==> config.mk <==
export PLATFORM = sky130hd
export DESIGN_NAME = pll_reset_sequencer
export DESIGN_NICKNAME = d
export VERILOG_FILES = /design/src/rtl/pll_reset_sequencer.sv
export SDC_FILE = /design/constraint.sdc
export NUM_CORES = 1
export LEC_CHECK = 0
export ABC_CLOCK_PERIOD_IN_PS = 3200
export CORE_MARGIN = 3
export CORE_UTILIZATION = 30
export CTS_CLUSTER_DIAMETER = 50
export CTS_CLUSTER_SIZE = 10
export DETAILED_ROUTE_END_ITERATION = 7
export HOLD_SLACK_MARGIN = 0.03
export PLACE_DENSITY_LB_ADDON = 0.15
export RECOVER_POWER = 50
export SLEW_MARGIN = 0
export SYNTH_ARGS = -nofsm -noshare
export SYNTH_HDL_FRONTEND = slang
export SYNTH_SLANG_ARGS = --single-unit
export TNS_END_PERCENT = 1
==> constraint.sdc <==
create_clock -name clkin -period 3.2 [get_ports clkin]
set_input_delay 0.32 -clock clkin [delete_from_list [all_inputs] [get_ports clkin]]
set_output_delay 0.32 -clock clkin [all_outputs]
set_load 0.005 [all_outputs]
==> src/rtl/pll_reset_sequencer.sv <==
// pll_reset_sequencer
//   Supervises an ECP5 EHXPLLL from its reference clock. It pulses the PLL
//   reset, qualifies LOCK through a 2-FF synchroniser and a consecutive-cycle
//   filter, and then releases the per-domain resets one at a time, starting
//   with bit 0. If lock is lost in RELEASE or RUN, every domain goes back into
//   reset, the loss is counted, and the sequence starts again.
//
//   Optional feature: define RSTSEQ_WATCHDOG_EN to re-pulse the PLL reset when
//   WAIT_LOCK runs for LOCK_TIMEOUT cycles without seeing lock.
//
// Ports
//   clkin         in   reference clock; the only clock in this block
//   resetn        in   asynchronous active-low reset
//   locked_in     in   PLL LOCK (asynchronous; synchronised internally)
//   soft_req      in   single-cycle request to re-sequence the domains without
//                      resetting the PLL (honoured only in RUN)
//   pll_rst       out  EHXPLLL RST, active-high
//   domain_rst    out  per-domain active-high resets; bit 0 is released first
//   all_ready     out  high when every domain is out of reset
//   relock_count  out  number of lock-loss events, saturating at 255
//   state         out  FSM state for debug (0..4)
module pll_reset_sequencer #(
  parameter int unsigned NUM_DOMAINS    = 4,
  parameter int unsigned PLL_RST_CYCLES = 16,
  parameter int unsigned LOCK_FILTER    = 1024,
  parameter int unsigned STAGE_DELAY    = 256,
  parameter int unsigned LOCK_TIMEOUT   = 1048576,
  parameter int unsigned CNT_W          = 21
) (
  input  logic                   clkin,
  input  logic                   resetn,
  input  logic                   locked_in,
  input  logic                   soft_req,
  output logic                   pll_rst,
  output logic [NUM_DOMAINS-1:0] domain_rst,
  output logic                   all_ready,
  output logic [7:0]             relock_count,
  output logic [2:0]             state
);

  localparam int unsigned IDX_W = (NUM_DOMAINS > 1) ? $clog2(NUM_DOMAINS) : 1;

  localparam logic [CNT_W-1:0] PLL_LAST     = CNT_W'(PLL_RST_CYCLES - 1);
  localparam logic [CNT_W-1:0] FILTER_LAST  = CNT_W'(LOCK_FILTER - 1);
  localparam logic [CNT_W-1:0] STAGE_LAST   = CNT_W'(STAGE_DELAY - 1);
  localparam logic [CNT_W-1:0] TIMEOUT_LAST = CNT_W'(LOCK_TIMEOUT - 1);
  localparam logic [IDX_W-1:0] LAST_IDX     = IDX_W'(NUM_DOMAINS - 1);

  typedef enum logic [2:0] {
    PLLRST    = 3'd0,
    WAIT_LOCK = 3'd1,
    FILTER    = 3'd2,
    RELEASE   = 3'd3,
    RUN       = 3'd4
  } stateT;

  stateT             stateQ;
  logic [CNT_W-1:0]  cnt;
  logic [IDX_W-1:0]  idx;
  logic              lockMeta;
  logic              lockSync;
  logic              lostLock;

  // Lock loss overrides every other action in RELEASE and RUN, including a
  // soft_req that arrives in the same cycle.
  assign lostLock = !lockSync && (stateQ == RELEASE || stateQ == RUN);
  assign state    = stateQ;

  always_ff @(posedge clkin or negedge resetn) begin
    if (!resetn) begin
      stateQ       <= PLLRST;
      cnt          <= '0;
      idx          <= '0;
      lockMeta     <= 1'b0;
      lockSync     <= 1'b0;
      pll_rst      <= 1'b1;
      domain_rst   <= '1;
      all_ready    <= 1'b0;
      relock_count <= '0;
    end else begin
      lockMeta <= locked_in;
      lockSync <= lockMeta;

      if (lostLock) begin
        domain_rst <= '1;
        all_ready  <= 1'b0;
        if (relock_count != 8'hFF) relock_count <= relock_count + 8'd1;
        stateQ <= WAIT_LOCK;
        cnt    <= '0;
        idx    <= '0;
      end else begin
        case (stateQ)
          PLLRST: begin
            pll_rst <= 1'b1;
            if (cnt == PLL_LAST) begin
              pll_rst <= 1'b0;
              stateQ  <= WAIT_LOCK;
              cnt     <= '0;
            end else begin
              cnt <= cnt + 1'b1;
            end
          end

          WAIT_LOCK: begin
            if (lockSync) begin
              stateQ <= FILTER;
              cnt    <= '0;
`ifdef RSTSEQ_WATCHDOG_EN
            end else if (cnt == TIMEOUT_LAST) begin
              stateQ  <= PLLRST;
              pll_rst <= 1'b1;
              cnt     <= '0;
            end else begin
              cnt <= cnt + 1'b1;
            end
`else
            // Without the watchdog the counter only parks at the timeout
            // value; it never causes a transition.
            end else if (cnt != TIMEOUT_LAST) begin
              cnt <= cnt + 1'b1;
            end
`endif
          end

          FILTER: begin
            if (!lockSync) begin
              stateQ <= WAIT_LOCK;
              cnt    <= '0;
            end else if (cnt == FILTER_LAST) begin
              stateQ <= RELEASE;
              cnt    <= '0;
              idx    <= '0;
            end else begin
              cnt <= cnt + 1'b1;
            end
          end

          RELEASE: begin
            if (cnt == STAGE_LAST) begin
              cnt             <= '0;
              domain_rst[idx] <= 1'b0;
              if (idx == LAST_IDX) stateQ <= RUN;
              else                 idx    <= idx + 1'b1;
            end else begin
              cnt <= cnt + 1'b1;
            end
          end

          RUN: begin
            if (soft_req) begin
              domain_rst <= '1;
              all_ready  <= 1'b0;
              stateQ     <= RELEASE;
              cnt        <= '0;
              idx        <= '0;
            end else begin
              // domain_rst is already all-zero on RUN entry, so this asserts
              // one cycle after the last release.
              all_ready <= 1'b1;
            end
          end

          default: begin
            stateQ     <= PLLRST;
            pll_rst    <= 1'b1;
            domain_rst <= '1;
            all_ready  <= 1'b0;
            cnt        <= '0;
            idx        <= '0;
          end
        endcase
      end
    end
  end

endmodule
==> impl_summary.log <==
INFO  metric status = finished with violations
INFO  metric failed_checks = max-capacitance violations, max-slew violations
INFO  metric dp_worst_setup_slack = between 300 and 400 ps
INFO  metric period_minus_slack = 2871 ps
INFO  metric clk_root_buffer_cell = sky130_fd_sc_hd__clkbuf_8
INFO  metric placed_area = 0.002665 mm2
INFO  metric synthesis.area_per_instance = 9.277 um2
INFO  metric place_congestion = 0.8096
INFO  metric crit_path_max_fanout = 7
INFO  metric holdCritStartpoint = lockMeta$_DFF_PN0_
INFO  metric fin_worst_skew = 6.106 ps
INFO  metric top_level_ports = 21
INFO  metric worst_r2r_startpoint = cnt[17]$_DFFE_PN0P_
INFO  metric post_cts_resized = 0
INFO  metric grt_overflow_total = 0
INFO  metric dr_wl_met3 = about 230 um
INFO  metric antenna_cells = 0
INFO  metric detail_route.drc_violations = 0
INFO  metric fin_nets = 287
INFO  metric timing.setup.critical_path_class = flop to flop
INFO  metric power_density = 661.7 mW/mm2
INFO  metric drive_above_1_share = 10.07%
INFO  metric post_synth_inst_count = between 200 and 300
INFO  metric cts_made_buffers = 5
INFO  metric period_share = 89.71%
INFO  metric cts.path.max_buffers = 2
INFO  metric std_cell_rows = 31
INFO  metric drt-initial-drc-count = 92
INFO  metric synth-seq-cells = 42
INFO  metric worst_setup_path_end_kind = flop
INFO  metric grt_max_degree = 43
INFO  metric cts.clk_slew.worst_paths = 80 ps
INFO  metric grt_antenna_before_repair = 0
INFO  metric groute.usage.overall = 13.56%
INFO  metric timing.hold.worst.class = flop to flop
INFO  metric final-instance-count-excl-fill = 377
INFO  metric met2_wirelength = 2527 um
INFO  metric core_region_area = 0.007408 mm2
INFO  metric totalPowerFinal = 1.823 mW
INFO  metric postCtsSetupRepairBufs = 0
INFO  metric timing.critical_path.arrival = 3070 ps
INFO  metric final_antenna_net_count = 0
INFO  metric ys.warnings.count = 0
INFO  metric die_y = 94.10 um
INFO  metric synth_seq_area_share = 45.41%
INFO  metric maxSlewViolCount = 43
INFO  metric dp_cells = around 370
INFO  metric setup_viol = 0
INFO  metric timing.max_cap.violations = 1
INFO  metric finalWirelength = 5603 um
INFO  metric global_route_wire_length_before_repair = 9535 um
INFO  metric synthesis.nets = approximately 260
INFO  metric hold_buffers = 0
INFO  metric finalWorstSetupSlack = 329.3 ps
INFO  metric die_width = about 94 um
INFO  metric cts.htree.levels = 2
INFO  metric delay_heaviest_family_cp = simple AND/OR/NAND/NOR gates
INFO  metric wirelength_met1 = 2743 um
INFO  metric wire_per_inst = 14.86 um
INFO  metric dominantRegCellSynth = sky130_fd_sc_hd__dfrtp_1
INFO  metric p_leak = 1.268 nW
INFO  metric synth_edf_count = 0
INFO  metric async_flop_share = 100.0%
INFO  metric critical_path.startpoint_type = flop
INFO  metric die_area = 0.008855 mm2
INFO  metric worst_setup_path_startpoint = cnt[17]$_DFFE_PN0P_
INFO  metric crit_buf_inv = 1
INFO  metric worstPathCellList = or4_4 > or4_4 > o31ai_4 > and3_1 > buf_4 > o21ai_1 > a21o_1
INFO  metric slew_headroom = -53.42%
INFO  metric max_stage_delay = 580 ps
INFO  metric cts_tree = done
INFO  metric top_layer = met4
INFO  metric crit_slowest_cell = sky130_fd_sc_hd__or4_4
INFO  metric numClockSinks = 42
INFO  metric syn_area = 0.002328 mm2
INFO  metric post_drt_via_cell_ratio = 5.313
INFO  metric worst-slew-pin-transition = about 2300 ps
INFO  metric finish.instance_area = roughly 0.0028 mm2
INFO  metric route.vias.total = 2003
INFO  metric crit_path_frequent_cell = sky130_fd_sc_hd__or4_4
INFO  metric hold_violations = 0
INFO  metric fmax = roughly 350 MHz
INFO  metric drt-pass1-iter-count = 4
INFO  metric critPathRequiredTime = 3400 ps
INFO  metric post-dp-hpwl = between 3000 and 4000 um
INFO  metric synthToLayoutAreaGrowth = 18.32%
INFO  metric initial_utilization = 31.43%
INFO  metric synthDistinctLibCells = 51
INFO  metric power.ir.vdd_worst = 0.2383 mV
INFO  metric rsz0062_at_grt = false
INFO  metric grt_pass1_vias = 1895
INFO  metric clock_insertion_delay_worst_skew = 300 ps
INFO  metric setup-tns-final = 0 ps
INFO  metric placement.io_buffers = 20
[routing by layer]
layer	track usage, %	vias up
li1	-	977
met1	18.69	970
met2	20.76	46
met3	2.644	10
met4	5.415	0
met5	0	-
[Yosys cell counts (all sizes together), types with 7 or more instances]
master  number  share of area [%]
a31oi       11                3.0
o21ai       14                3.2
and3         9                2.4
inv         12                1.9
nand3        9                2.1
nor2        16                2.6
a21oi       18                3.9
nor3         9                1.9
dfrtp       37                 40
nand4        8                2.1
clkbuf       7                1.1
nand2       33                5.3
[state kept, by name, indices dropped and copies added, names as in the netlist]
name	count
all_ready	1
cnt	21
domain_rst	4
idx	2
lockMeta	1
lockSync	1
pll_rst	1
relock_count	8
state	3
[cells by family after synthesis]
kind of cell,Yosys count,synth area share [%]
buffers and inverters,21,3.761
xor gates and xnor gates,8,3.009
DFF,42,45.41
and+or+nand+nor,101,22.14
muxes,1,0.4836
adders and majority gates,7,3.654
AOI/OAI and AO/OA,71,21.55
[cells in the final DEF, fill, tap and decap left out, types with 2 or more instances in the layout]
master                            Yosys  routed
sky130_fd_sc_hd__dfstp_2              5       5
sky130_fd_sc_hd__a21o_1               6       6
sky130_fd_sc_hd__clkbuf_1             7       2
sky130_fd_sc_hd__dlygate4sd3_1        0       6
sky130_fd_sc_hd__nand2_1             33      33
sky130_fd_sc_hd__dfrtp_1             37      37
sky130_fd_sc_hd__clkdlybuf4s50_1      0      13
sky130_fd_sc_hd__o21ai_1              9       9
sky130_fd_sc_hd__o21ai_0              4       4
sky130_fd_sc_hd__a21oi_1             18      18
sky130_fd_sc_hd__and3_1               9       9
sky130_fd_sc_hd__a31oi_1             11      11
sky130_fd_sc_hd__o31ai_4              2       2
sky130_fd_sc_hd__or4_1                2       2
sky130_fd_sc_hd__nor4_1               3       3
sky130_fd_sc_hd__o211a_1              3       3
sky130_fd_sc_hd__buf_4                0       8
sky130_fd_sc_hd__nand3b_1             2       2
sky130_fd_sc_hd__or3_1                2       2
sky130_fd_sc_hd__a211o_1              3       3
sky130_fd_sc_hd__xnor2_1              4       4
sky130_fd_sc_hd__nor3_1               9       9
sky130_fd_sc_hd__ha_1                 6       6
sky130_fd_sc_hd__clkbuf_8             0       6
sky130_fd_sc_hd__nand3_1              8       8
sky130_fd_sc_hd__or4_4                2       2
sky130_fd_sc_hd__o41ai_1              2       2
sky130_fd_sc_hd__nand4_1              8       8
sky130_fd_sc_hd__nor2_1              16      16
sky130_fd_sc_hd__inv_1               12      12
sky130_fd_sc_hd__xor2_1               4       4
[power breakdown]
| part | internal (mW) | leakage, nW | switching, mW |
|---|---|---|---|
| Clock | 0.174 | 0.0482 | 0.188 |
| Combinational | 0.351 | 0.672 | 0.370 |
| Sequential | 0.626 | 0.548 | 0.114 |
[final timing paths]
check | end | slack [ps] | cells after the start
worst max-delay path | cnt[19]$_DFFE_PN0P_ | 330 | 7
worst min-delay path | lockSync$_DFF_PN0_ | 360 | 0
worst max register to register | cnt[19]$_DFFE_PN0P_ | 330 | 7
worst min register to register | lockSync$_DFF_PN0_ | 360 | 0
max in group asynchronous | cnt[18]$_DFFE_PN0P_ | 1190 | 1
min in group asynchronous | cnt[13]$_DFFE_PN0P_ | 700 | 1
[layout make-up]
type	count	area (um2)
fillers	747	4653
multi-input cells	188	1184
inverters	12	45.04
well taps	99	123.9
clock buffers	7	86.33
clock inverters	1	5.005
repair buffers	28	254.0
flip-flops and latches	42	1057
[metrics by stage]
step	utilization [%]	hold slack, ps
2_1_floorplan	-	24.41
3_3_place_gp	35.97	337.9
3_5_place_dp	35.97	336.3
4_1_cts	37.21	220.3
5_1_grt	37.19	369.7
6_report	37.19	355.7
[worst register-to-register path, stage by stage (launching register included)]
cell and delay, ps:
sky130_fd_sc_hd__dfrtp_1 440, sky130_fd_sc_hd__or4_4 580, sky130_fd_sc_hd__or4_4 490, sky130_fd_sc_hd__o31ai_4 370, sky130_fd_sc_hd__and3_1 430, sky130_fd_sc_hd__buf_4 200, sky130_fd_sc_hd__o21ai_1 70, sky130_fd_sc_hd__a21o_1 190
Note: power is estimated with default switching activity, not from simulation.
